### src/rtl/shifter_defs_pkg.sv
// -----------------------------------------------------------------------------
// shifter_defs: shared constants for the serial and combinational shift units.
//   state_e     : serial shifter FSM encoding (ST_IDLE, ST_SHIFT, ST_DONE)
//   DIR_*       : shift direction encoding of the LR control bit
//   MODE_*      : fill mode encoding of the AL control bit
// -----------------------------------------------------------------------------
package shifter_defs;

  typedef enum logic [1:0] {
    ST_IDLE  = 2'd0,
    ST_SHIFT = 2'd1,
    ST_DONE  = 2'd2
  } state_e;

  localparam logic DIR_RIGHT  = 1'b0;
  localparam logic DIR_LEFT   = 1'b1;

  localparam logic MODE_LOGIC = 1'b0;
  localparam logic MODE_ARITH = 1'b1;

endpackage : shifter_defs

### src/rtl/shift_step.sv
// -----------------------------------------------------------------------------
// shift_step: combinational shift of a word by exactly one bit position.
//   dir  in  1       DIR_LEFT or DIR_RIGHT
//   fill in  1       bit entering the MSB on a right shift (ignored on left)
//   d    in  DWIDTH  operand
//   q    out DWIDTH  shifted operand; left shifts always bring in a zero
// -----------------------------------------------------------------------------
module shift_step
  import shifter_defs::*;
#(
  parameter int DWIDTH = 8
) (
  input  logic              dir,
  input  logic              fill,
  input  logic [DWIDTH-1:0] d,
  output logic [DWIDTH-1:0] q
);

  assign q = (dir == DIR_LEFT) ? {d[DWIDTH-2:0], 1'b0}
                               : {fill, d[DWIDTH-1:1]};

endmodule : shift_step

### src/rtl/serial_shifter.sv
// -----------------------------------------------------------------------------
// serial_shifter: low-area shifter that moves the operand one bit per clock.
// Bit-identical to the combinational barrel shifter for the same AL/LR/shamt/din.
//   clk, rst_n            clock, asynchronous active-low reset
//   in_valid / in_ready   request handshake; in_ready is high only in IDLE
//   AL, LR, shamt, din    request fields, sampled only at the accept edge
//   out_valid / out_ready result handshake; result held while out_ready is low
//   dout                  result, driven straight from the data register
//   busy                  high whenever the FSM is not IDLE
// Latency: out_valid rises shamt+1 cycles after the accept edge.
// -----------------------------------------------------------------------------
module serial_shifter
  import shifter_defs::*;
#(
  parameter  int DWIDTH = 8,
  localparam int SDEPTH = $clog2(DWIDTH)
) (
  input  logic              clk,
  input  logic              rst_n,
  input  logic              in_valid,
  output logic              in_ready,
  input  logic              AL,
  input  logic              LR,
  input  logic [SDEPTH-1:0] shamt,
  input  logic [DWIDTH-1:0] din,
  output logic              out_valid,
  input  logic              out_ready,
  output logic [DWIDTH-1:0] dout,
  output logic              busy
);

  state_e            state_q;
  logic [DWIDTH-1:0] data_q;
  logic [DWIDTH-1:0] data_d;
  logic [SDEPTH-1:0] cnt_q;
  logic              dir_q;
  logic              fill_q;
  logic              out_valid_q;

  // One-position shift on the data_q next-state path.
  shift_step #(
    .DWIDTH (DWIDTH)
  ) u_step (
    .dir  (dir_q),
    .fill (fill_q),
    .d    (data_q),
    .q    (data_d)
  );

  // NOTE: state is written with non-blocking assignments only, so every
  // register in this block samples the values from before the edge.
  always_ff @(posedge clk or negedge rst_n) begin
    if (!rst_n) begin
      state_q     <= ST_IDLE;
      data_q      <= '0;
      cnt_q       <= '0;
      dir_q       <= DIR_RIGHT;
      fill_q      <= 1'b0;
      out_valid_q <= 1'b0;
    end else begin
      case (state_q)
        ST_IDLE: begin
          if (in_valid) begin
            data_q  <= din;
            cnt_q   <= shamt;
            dir_q   <= LR;
            // Sign fill is captured once; a left shift never uses it.
            fill_q  <= (AL == MODE_ARITH) & din[DWIDTH-1];
            state_q <= ST_SHIFT;
          end
        end
        ST_SHIFT: begin
          if (cnt_q == '0) begin
            state_q     <= ST_DONE;
            out_valid_q <= 1'b1;
          end else begin
            data_q <= data_d;
            cnt_q  <= cnt_q - SDEPTH'(1);
          end
        end
        ST_DONE: begin
          // Returning to IDLE first means no same-cycle re-accept.
          if (out_ready) begin
            state_q     <= ST_IDLE;
            out_valid_q <= 1'b0;
          end
        end
        default: begin
          state_q     <= ST_IDLE;
          out_valid_q <= 1'b0;
        end
      endcase
    end
  end

  assign in_ready  = (state_q == ST_IDLE);
  assign busy      = (state_q != ST_IDLE);
  assign out_valid = out_valid_q;
  assign dout      = data_q;

endmodule : serial_shifter

### config.mk
export PLATFORM = sky130hd
export DESIGN_NAME = serial_shifter
export DESIGN_NICKNAME = d
export VERILOG_FILES = /design/src/rtl/shifter_defs_pkg.sv /design/src/rtl/shift_step.sv /design/src/rtl/serial_shifter.sv
export SDC_FILE = /design/constraint.sdc
export NUM_CORES = 1
export LEC_CHECK = 0
export BUFFER_PORTS_ARGS = -buffer_cell sky130_fd_sc_hd__buf_2
export CAP_MARGIN = 10
export CORE_UTILIZATION = 52
export DETAILED_ROUTE_END_ITERATION = 12
export GPL_TIMING_DRIVEN = 0
export PLACE_DENSITY = 0.81
export SYNTH_ARGS = -nofsm -noshare
export SYNTH_HDL_FRONTEND = slang
export SYNTH_SLANG_ARGS = --single-unit
### constraint.sdc
create_clock -name clk -period 2.91 [get_ports clk]
set_clock_uncertainty 0.2 [all_clocks]
set_input_delay 0.1455 -clock clk [delete_from_list [all_inputs] [get_ports clk]]
set_output_delay 0.1455 -clock clk [all_outputs]
set_load 0.02 [all_outputs]
# [Word level (Yosys, flattened, before mapping)]
# Cells that the tools add are included.
[word_totals] ff_bits=16 inputBits=17 out_inout_bits=11 word_cells=37
[classes] addsub=1 eq_ne=6 mux=14 bitwise=2 reduce_logical=8
[op_table] op="$mux W8" count=3
[op_table] op="$pmux W8 S2" count=1
[op_table] op="$reduce_and A3 Y1" count=3
[op_table] op="$ne A2 B2 Y1 const B" count=4
[op_table] op="$mux W2" count=3
[op_table] op="$mux W3" count=2
[op_table] op="$pmux W2 S3" count=1
[op_table] op="$pmux W3 S2" count=1
[op_table] op="$reduce_bool A2 Y1" count=2
[op_table] op="$logic_not A3 Y1" count=1
[op_table] op="$pmux W1 S3" count=1
[op_table] op="$sub A3 B1 Y3 const B" count=1
[op_table] op="$eq A2 B1 Y1 const B" count=1
[op_table] op="$eq A2 B2 Y1 const B" count=1
[op_table] op="$logic_not A2 Y1" count=1
[op_table] op="$mux W1" count=2
[op_table] op="$reduce_and A2 Y1" count=1
[op_table] op="$and A1 B1 Y1" count=1
[op_table] op="$not A1 Y1" count=1

# [Longest topological paths before layout]
# Gate-level depths: netlist (run 1).
[logic_depth] depth_word=3 depth_mapped=7 depth_no_buf=6

# [Modules after synthesis]
# Synthesis (run 1) repeated with hierarchy kept, for this count alone.
[unflattened] hier_cells=76 hier_area_um2=933.4
[modules_own_cells] mod="serial_shifter" instances=1 cells_per_inst=67 area_each_um2=808.3 seq_area_each_um2=400.4
[modules_own_cells] mod="shift_step" instances=1 cells_per_inst=9 area_each_um2=125.1 seq_area_each_um2=0.0

# [Worst setup path after synthesis (run 1)]
# OpenSTA, ideal clock, no wires.
[synth_path] path_type="register to register" startpoint="register cnt_q[0]" endpoint="register data_q[1] (netlist: dout[1])" arrival_time_ns=1.589 slack_ns=0.995 stages_incl_launch_ff=8 path_buffers=1 path_cell_list="dfrtp_1 -> inv_1 -> ha_1 -> ha_1 -> or2b_1 -> a21o_1 -> buf_6 -> a221o_1"
[synth_via] elab_chain_cells=3
[synth_lines] element="from (decl)" line="serial_shifter.sv:35" source="logic [SDEPTH-1:0] cnt_q;"
[synth_lines] element="from (signal assigned)" line="serial_shifter.sv:65" source="cnt_q <= shamt;"
[synth_lines] element="from (signal assigned)" line="serial_shifter.sv:78" source="cnt_q <= cnt_q - SDEPTH'(1);"
[synth_lines] element="$logic_not A3 Y1" line="serial_shifter.sv:73" source="if (cnt_q == '0) begin"
[synth_lines] element="$ne A2 B2 Y1 (no line)"
[synth_lines] element="$reduce_and A3 Y1 (no line)"
[synth_lines] element="to (signal assigned)" line="serial_shifter.sv:64" source="data_q <= din;"
[synth_lines] element="to (signal assigned)" line="serial_shifter.sv:77" source="data_q <= data_d;"
[synth_lines] element="to (decl)" line="serial_shifter.sv:33" source="logic [DWIDTH-1:0] data_q;"
# Every way passes these cells.
# A chain may end at the register's enable or synchronous reset.

# [Worst setup path in the final report (run 1)]
[layout_path] startpoint="register cnt_q[0]" endpoint="register data_q[3] (netlist: dout[3])"
# The elaborated chain is that of the path after synthesis.

==> run_results.csv, run 1 <==
group,metric,value,unit
timing,holdWs,0.005728,ns
timing,min_period_over_period,71.06,%
place,dpl.hpwl,1278,um
timing,fmax,483.6,MHz
worst_setup_path,rr_endpoint,"dout[3]",
power,p_leak,0.6223,nW
place,numPortBuffers,27,
worst_setup_path,path_class,"reg -> reg",
timing,period_needed,2.068,ns
routing,drc,0,
global_route,gr-total-overflow,0,
clock_tree,cts_tree,"built",
clock_tree,path_clk_slew,0.09,ns
routing,drt_wl_total,1916,um
routing,dr_total_vias,754,
place,place_area,0.001037,sq mm
run_status,status,"complete, no violations",
floorplanning,design.core.area,0.001541,sq mm
power,p_per_area,1137,mW/mm^2
min_path,hold_depth,3,
timing,drv_slew,0,
floorplanning,dieHeight,43.19,um
synth,ys_ff_latch,16,
synth,mappedNetlistArea,882.1,sq um
global_route,grt.total_usage,23.17,%
global_route,grt_antenna_before_repair,0,
timing,worst_slew_pin_slew,0.3628,ns
worst_setup_path,crit_start,"cnt_q[0]",
worst_setup_path,reg2regPathDepth,7,
power,vdd_drop_max,0.8019,mV
worst_setup_path,cp.required,2.88,ns
routing,wl_per_cell,13.31,um
worst_setup_path,rrSetupSlack,0.84,ns
clock_tree,cts-root-buf,"clkbuf_4",
timing,rsz0062_at_grt,"false",
worst_setup_path,end_kind,"flip-flop",
routing,viasPerCell,5.236,
synth,yosysSeqAreaShare,45.39,%
worst_setup_path,crit_arrival,2.04,ns
final_layout,seq_area,400.4,sq um
timing,finalHoldViolations,0,
clock_tree,htreeDepth,1,
final_layout,layout.nets,149,
final_layout,final_common_cell,"buf_2",
run,cap_viol_max_count,0,
worst_setup_path,timing.rr.start,"cnt_q[0]",
global_route,grt_start_max_net_pins,17,
final_layout,multiInputGateArea,407.9,sq um
min_path,hold_class,"in -> reg",
place,place.gp.congestion,0.7536,
clock_tree,clk_path_buf_depth,2,
clock_tree,clk_latency,0.28,ns
clock_tree,cts_made_buffers,3,
timing,slew_headroom,75.82,%
routing,postRouteAntennaNets,0,
floorplanning,io_pins,28,
global_route,grt_pass1_wl,3160,um
timing,fin_tns_setup,0,ns
min_path,hp-start,"din[0]",
worst_setup_path,start_kind,"flip-flop",
worst_setup_path,crit_fanout,10,
final_layout,n_fill_cell,112,
timing,finalSetupViolCount,0,
synth,yosysWarnings,0,
floorplanning,core.rowCount,14,
min_path,worstHoldEndpoint,"dout[0]",
floorplanning,die_area,0.001865,sq mm
final_layout,layout_common_cells,"28 x buf_2, 16 x dfrtp_1, 14 x dlygate4sd3_1",
routing,dr.pass1.iters,4,
final_layout,n_antenna_cell,0,
floorplanning,die_width,43.19,um
synth,yosys.cell_types.count,29,
synth,syn_nets,103,
final_layout,drive_gt1_share,30.47,%
clock_tree,post_cts_buffers,0,
final_layout,design_area,0.001200,sq mm
final_layout,area_growth,36.03,%
synth,synth.avg_cell_area,10.50,sq um
routing,drt_iter0_drc,10,
global_route,grt_pass1_vias,728,
clock_tree,cts_sinks,16,
floorplanning,start_util,57.22,%
synth,synthCells,84,
[worst max path at each step]
stage / to / slack [ns]
2_1_floorplan: dout[1] / 0.99
3_3_place_gp: dout[4] / 0.88
3_5_place_dp: dout[3] / 0.86
4_1_cts: dout[3] / 0.84
5_1_grt: dout[3] / 0.72
6_report: dout[3] / 0.84
[power breakdown]
| group | total [mW] | internal, mW | switching (mW) | leakage [nW] |
|---|---|---|---|---|
| registers | 0.419 | 0.337 | 0.0819 | 0.194 |
| clock network | 0.115 | 0.0480 | 0.0671 | 0.0138 |
| logic | 0.830 | 0.396 | 0.434 | 0.415 |
[critical path, cell delays in order, from the launching register on]
cell and delay (ns):
dfrtp_1 0.39, inv_1 0.06, ha_1 0.19, ha_1 0.25
or2b_1 0.24, a21o_1 0.17, buf_6 0.15, a221o_1 0.30
[routing by layer]
layer  vias to the layer above  part of all wire, %  routed length (um)  global-route usage [%]
met5                         -                    0                   0                       0
met4                         0                  1.6                  30                   9.091
met3                         4                  2.7                  52                   2.553
met2                        17                   50                 962                   39.10
met1                       353                   45                 871                   30.00
li1                        380                    -                   -                       -
[stage by stage]
| step | util [%] | setup WS [ns] | instances | total power, mW |
|---|---|---|---|---|
| after floorplan | - | 0.9949 | 84 | 1.043 |
| after global placement | 67.29 | 0.8777 | 127 | 1.214 |
| after detailed placement | 67.29 | 0.8578 | 127 | 1.244 |
| after CTS | 77.84 | 0.8396 | 144 | 1.378 |
| after global routing | 77.84 | 0.7237 | 144 | 1.476 |
| final | 77.84 | 0.8421 | 144 | 1.364 |
[layout make-up]
| type | count | area share [%] |
|---|---|---|
| timing repair buffer | 41 | 22.94 |
| inverter | 7 | 2.190 |
| clock buffer | 3 | 1.877 |
| sequential | 16 | 33.37 |
| multi-input combinational | 55 | 33.99 |
| buffer | 6 | 3.962 |
| tap | 16 | 1.668 |
[sequential cells by signal (all words and copies together) (netlist names)]
register   cells
out_valid      1
fill_q         1
dout           8
state_q        2
dir_q          1
cnt_q          3
[synthesized netlist by cell type]
cell / n / share of area (%)
ha_1: 2 / 2.8
nor2_1: 9 / 3.8
mux2_2: 1 / 1.3
mux2_1: 2 / 2.6
a221o_1: 7 / 7.9
clkbuf_2: 1 / 0.57
inv_2: 1 / 0.43
o21ai_0: 5 / 2.8
mux2i_1: 10 / 11
nand3b_1: 1 / 0.85
or2b_1: 1 / 0.85
nand2_1: 3 / 1.3
and2_1: 1 / 0.71
o21ai_1: 1 / 0.57
clkbuf_1: 1 / 0.43
or3b_1: 1 / 0.99
nor3b_1: 1 / 0.85
inv_1: 6 / 2.6
buf_6: 3 / 3.8
nor2b_4: 1 / 1.6
a21o_1: 1 / 0.85
or2_2: 1 / 0.71
nor2b_1: 1 / 0.71
a21oi_1: 1 / 0.57
buf_2: 1 / 0.57
dfrtp_1: 16 / 45
nor3_1: 1 / 0.57
nand2b_1: 2 / 1.4
nand3_1: 2 / 1.1
[repair_timing]
item                                    CTS  global route
hold endpoints to repair                 30             0
endpoints found under the setup margin    0             0
gates resized for setup                   0             0
hold buffers                             14             0
[kinds of logic (layout without fill, tap and decap cells)]
| group | Yosys count | after routing | share of synthesized area [%] |
|---|---|---|---|
| flops | 16 | 16 | 45.39 |
| simple gates | 25 | 25 | 15.46 |
| compound gates | 15 | 15 | 12.77 |
| fa+ha+maj | 2 | 2 | 2.836 |
| buf+inv | 13 | 57 | 8.366 |
| mux | 13 | 13 | 15.18 |
Note: power is estimated with default switching activity, not from simulation.
==> run 2, diff against run 1 <==
- CORE_UTILIZATION: 52 -> 44
- PLACE_DENSITY: 0.81 -> 0.73
- clock period: 2.91 -> 1.7 ns (I/O delays scaled with it)
==> run_results.csv, run 2 (synthesized netlist as in run 1, its figures left out) <==
group,metric,value,unit
worst_setup_path,crit_family,"compound AO/OA/AOI/OAI gates",
timing,finalSetupViolCount,11,
routing,drc,0,
global_route,gr-total-overflow,0,
worst_setup_path,crit_fanout,9,
routing,drt_wl_total,2058,um
floorplanning,die_width,46.78,um
timing,rsz0062_at_grt,"true",
final_layout,drive_gt1_share,34.56,%
final_layout,largest_reg_flops,8,
worst_setup_path,critPathBufInv,2,
final_layout,n_antenna_cell,0,
timing,holdWs,0.05783,ns
place,dp_slack,-0.2749,ns
routing,wl_per_cell,12.78,um
power,p_leak,0.6613,nW
global_route,grt_util_met1,26.03,%
floorplanning,start_util,48.96,%
run_status,violations,"negative setup slack",
clock_tree,cts_tree,"built",
timing,finalWorstSetupSlack,-0.2115,ns
clock_tree,cts_made_buffers,3,
place,place.gp.congestion,0.7510,
final_layout,area_growth,47.38,%
min_path,hold_class,"in -> async",
worst_setup_path,path_class,"reg -> reg",
place,placed_cells,136,
timing,worst_slew_pin_slew,0.3723,ns
floorplanning,design.core.area,0.001802,sq mm
timing,period_needed,1.911,ns
final_layout,layout_common_cells,"27 x buf_2, 16 x dfrtp_1, 16 x dlygate4sd3_1",
floorplanning,die_area,0.002188,sq mm
clock_tree,clk_path_buf_depth,2,
clock_tree,path_clk_slew,0.10,ns
timing,drv_slew,0,
timing,slew_headroom,75.18,%
timing,fmax,523.2,MHz
clock_tree,clk_latency,0.28,ns
final_layout,post-route-util,72.15,%
power,p_per_area,1970,mW/mm^2
worst_setup_path,end_kind,"flip-flop",
worst_setup_path,path_cells,"inv_1, ha_2, ha_4, or2b_1, a21o_1, buf_6, a221o_1",
routing,postRouteAntennaNets,0,
clock_tree,htreeDepth,1,
run_status,status,"finished, violations left",
timing,finalHoldViolations,0,
worst_setup_path,crit_arrival,1.88,ns
timing,min_period_over_period,112.4,%
final_layout,fin_cells,161,
timing,fin_tns_setup,-1.835,ns
global_route,grt_start_max_net_pins,17,
clock_tree,cts_sinks,16,
global_route,grt_use_met3,2.308,%
routing,drt_iter0_drc,16,
run,cap_viol_max_count,0,
global_route,grt_antenna_before_repair,0,
routing,dr.pass1.iters,5,
final_layout,layout.nets,156,
power,vdd_drop_max,1.283,mV
worst_setup_path,start_kind,"flip-flop",
floorplanning,io_pins,28,
worst_setup_path,cp.required,1.67,ns
floorplanning,core.rowCount,15,
floorplanning,dieHeight,46.78,um
global_route,grt_busiest_layer,"met2",
global_route,grt.total_usage,21.11,%
routing,dr_total_vias,794,
place,numPortBuffers,27,
worst_setup_path,slowest_stage,"dfrtp_1",
global_route,grt_pass1_vias,742,
global_route,grt_pass1_wl,3256,um
clock_tree,cts-root-buf,"clkbuf_4",
routing,viasPerCell,4.932,
worst_setup_path,crit_path_max_incr_delay,0.37,ns
global_route,use_met2,38.33,%
final_layout,final_common_cell,"buf_2",
place,dpl.hpwl,1285,um
[run 2: cell count changes in the layout (fill, tap and decap cells not counted)]
cell / change
ha_2: +1
ha_1: -2
clkbuf_8: +1
dlygate4sd3_1: +2
ha_4: +1
buf_4: +6
buf_2: -1
[run 2: per-stage QoR]
stage               power, mW  instance area [sq um]
floorplan               1.815                  897.1
global placement        2.118                   1064
detailed placement      2.164                   1064
CTS                     2.552                   1297
global route            2.763                   1300
finish                  2.560                   1300
[run 2: cell type report]
cell class | count | area [sq um]
sequential | 16 | 400.4
multi-input combinational | 55 | 422.9
tap | 25 | 31.28
fill | 150 | 501.7
inverter | 7 | 26.28
timing repair buffer | 48 | 335.3
clock buffer | 4 | 36.28
buffer | 6 | 47.55
[run 2: power breakdown]
part	leakage (nW)	internal [mW]	total (mW)	switching (mW)
clock network	0.0210	0.130	0.248	0.118
registers	0.194	0.576	0.717	0.141
logic	0.447	0.796	1.59	0.799
total	0.661	1.50	2.56	1.06
[run 2: worst paths after layout]
| path | startpoint | end | slack (ns) | cells past startpoint |
|---|---|---|---|---|
| min in group clk | fill_q | fill_q | 0.34 | 2 |
| worst max-delay path | cnt_q[0] | dout[2] | -0.21 | 7 |
| worst max register to register | cnt_q[0] | dout[2] | -0.21 | 7 |
| worst min-delay path | rst_n | dout[1] | 0.06 | 2 |
| worst min register to register | fill_q | fill_q | 0.34 | 2 |
| max in group asynchronous | rst_n | dout[3] | 0.97 | 2 |
[run 2: worst register-to-register path, cell delays in order, from the launching register on]
cell     delay, ns
dfrtp_1       0.37
inv_1         0.05
ha_2          0.18
ha_4          0.16
or2b_1        0.22
a21o_1        0.19
buf_6         0.14
a221o_1       0.30
[run 2: routing by layer]
metal	share of wire [%]	wire length, um
met3	4.4	90
met2	51	1057
met5	0	0
met1	44	896
met4	0.68	14
[run 2: timing repair]
action,in CTS,in global routing
pin swaps,1,0
setup endpoints to repair,10,12
hold buffers,16,0
resized for setup,0,1
buffers inserted,5,0
endpoints found under the hold margin,31,0
==> run 3, diff against run 2 <==
- CORE_UTILIZATION: 44 -> 49
- CTS_CLUSTER_DIAMETER: unset -> 60
- PLACE_DENSITY: 0.73 -> 0.77
- clock period: 1.7 -> 1.8 ns (I/O delays scaled with it)
==> run_results.csv, run 3 (synthesized netlist as in run 1, its figures left out) <==
group,metric,value,unit
clock_tree,cts-root-buf,"clkbuf_4",
global_route,grt_antenna_before_repair,0,
routing,drt_wl_total,2289,um
timing,fmax,520.4,MHz
timing,period_needed,1.922,ns
timing,drv_slew,0,
routing,viasPerCell,5.196,
routing,drt_iter0_drc,19,
timing,worst_slew_pin_slew,0.3748,ns
run_status,status,"finished, violations left",
global_route,grt_pass1_vias,803,
routing,postRouteAntennaNets,0,
floorplanning,start_util,55.34,%
timing,finalWorstSetupSlack,-0.1216,ns
worst_setup_path,crit_fanout,4,
clock_tree,cts_tree,"built",
clock_tree,htreeDepth,1,
clock_tree,cts_sinks,16,
floorplanning,die_area,0.001974,sq mm
global_route,grt_start_max_net_pins,17,
timing,min_period_over_period,106.8,%
final_layout,largest_reg_flops,8,
place,place_area,0.001062,sq mm
worst_setup_path,crit_path_max_incr_delay,0.39,ns
final_layout,post-route-util,84.85,%
floorplanning,io_pins,28,
place,place.gp.congestion,0.7346,
final_layout,n_antenna_cell,0,
clock_tree,cts_made_buffers,3,
routing,wl_per_cell,14.04,um
final_layout,layout.nets,159,
floorplanning,core.rowCount,14,
routing,dr_total_vias,847,
worst_setup_path,end_kind,"flip-flop",
power,p_leak,0.6844,nW
clock_tree,path_clk_slew,0.10,ns
timing,fin_tns_setup,-1.043,ns
global_route,gr-total-overflow,0,
place,numPortBuffers,27,
run_status,violations,"negative setup slack",
final_layout,design_area,0.001353,sq mm
final_layout,area_growth,53.33,%
run,cap_viol_max_count,0,
worst_setup_path,slowest_stage,"dfrtp_1",
worst_setup_path,crit_arrival,1.90,ns
worst_setup_path,crit_top_cell,"ha_4",
final_layout,n_fill_cell,93,
timing,slew_headroom,75.01,%
worst_setup_path,cp.required,1.78,ns
timing,finalSetupViolCount,11,
floorplanning,design.core.area,0.001594,sq mm
power,vdd_drop_max,1.379,mV
place,dpl.hpwl,1272,um
clock_tree,clk_path_buf_depth,2,
floorplanning,dieHeight,44.43,um
global_route,grt.total_usage,25.21,%
worst_setup_path,path_cells,"inv_2, ha_4, ha_4, or2b_1, a21o_1, buf_6, a221o_1",
place,dp_slack,-0.1803,ns
power,p_per_area,1968,mW/mm^2
min_path,hold_class,"in -> async",
routing,drc,0,
worst_setup_path,path_class,"reg -> reg",
final_layout,final_common_cell,"buf_2",
floorplanning,die_width,44.43,um
timing,rsz0062_at_grt,"true",
clock_tree,clk_latency,0.29,ns
timing,finalHoldViolations,0,
final_layout,layout_common_cells,"28 x buf_2, 16 x dfrtp_1, 16 x dlygate4sd3_1",
worst_setup_path,start_kind,"flip-flop",
routing,dr.pass1.iters,4,
global_route,grt_pass1_wl,3601,um
final_layout,drive_gt1_share,36.69,%
-- run 3: cell types whose count changed in the layout (fill, tap and decap cells not counted), sizes merged --
cell | before | now
buf | 36 | 39
-- run 3: path summary, 6_finish.rpt --
path | from | endpoint | slack (ns) | depth (start not counted)
max reg2reg | cnt_q[0] | dout[3] | -0.12 | 7
min in group clk | LR | dir_q | 0.34 | 3
min | rst_n | dout[1] | 0.04 | 2
max in group asynchronous | rst_n | state_q[1] | 1.09 | 2
max | cnt_q[0] | dout[3] | -0.12 | 7
min reg2reg | fill_q | fill_q | 0.35 | 2
-- run 3: per-layer routing --
metal | vias to the layer above | track usage, % | share of wire (%)
met5 | - | 0 | 0
met4 | 0 | 9.091 | 0.83
met3 | 6 | 2.449 | 4.7
met2 | 31 | 42.65 | 51
met1 | 408 | 33.60 | 44
li1 | 402 | - | -
-- run 3: cell type report --
cell class	count	area [sq um]	share of cell area, %
multi-input cells	55	432.9	32.01
well taps	24	30.03	2.220
plain buffers	6	47.55	3.515
repair buffers	51	379.1	28.03
flip-flops and latches	16	400.4	29.60
inverters	7	26.28	1.943
clock buffers	4	36.28	2.683
-- run 3: stage by stage --
step / power [mW] / hold slack, ns / instances
after floorplan: 1.714 / -0.4056 / 84
final: 2.661 / 0.03528 / 163
after global placement: 2.002 / -0.1782 / 135
after detailed placement: 2.049 / -0.1761 / 135
after global routing: 2.841 / 0.06710 / 163
after CTS: 2.549 / 0.03958 / 161
-- run 3: critical path, delay by kind of cell, from the launching register on --
kind,cells,cell delay (ns)
DFF,1,0.39
buffers and inverters,2,0.20
and+or+nand+nor,1,0.21
AOI/OAI and AO/OA,2,0.49
adders and majority gates,2,0.32
-- run 3: where the power goes --
part / switching, mW / total, mW / internal [mW]
Clock: 0.124 / 0.247 / 0.123
Sequential: 0.140 / 0.684 / 0.544
Combinational: 0.839 / 1.73 / 0.891
Total: 1.10 / 2.66 / 1.56
-- run 3: repair_timing --
item,CTS,global route
gates resized for setup,4,2
hold buffers,16,0
endpoints found under the setup margin,10,10
buffers inserted,5,2
pin swaps,2,0
cloned,1,0
endpoints found under the hold margin,31,0
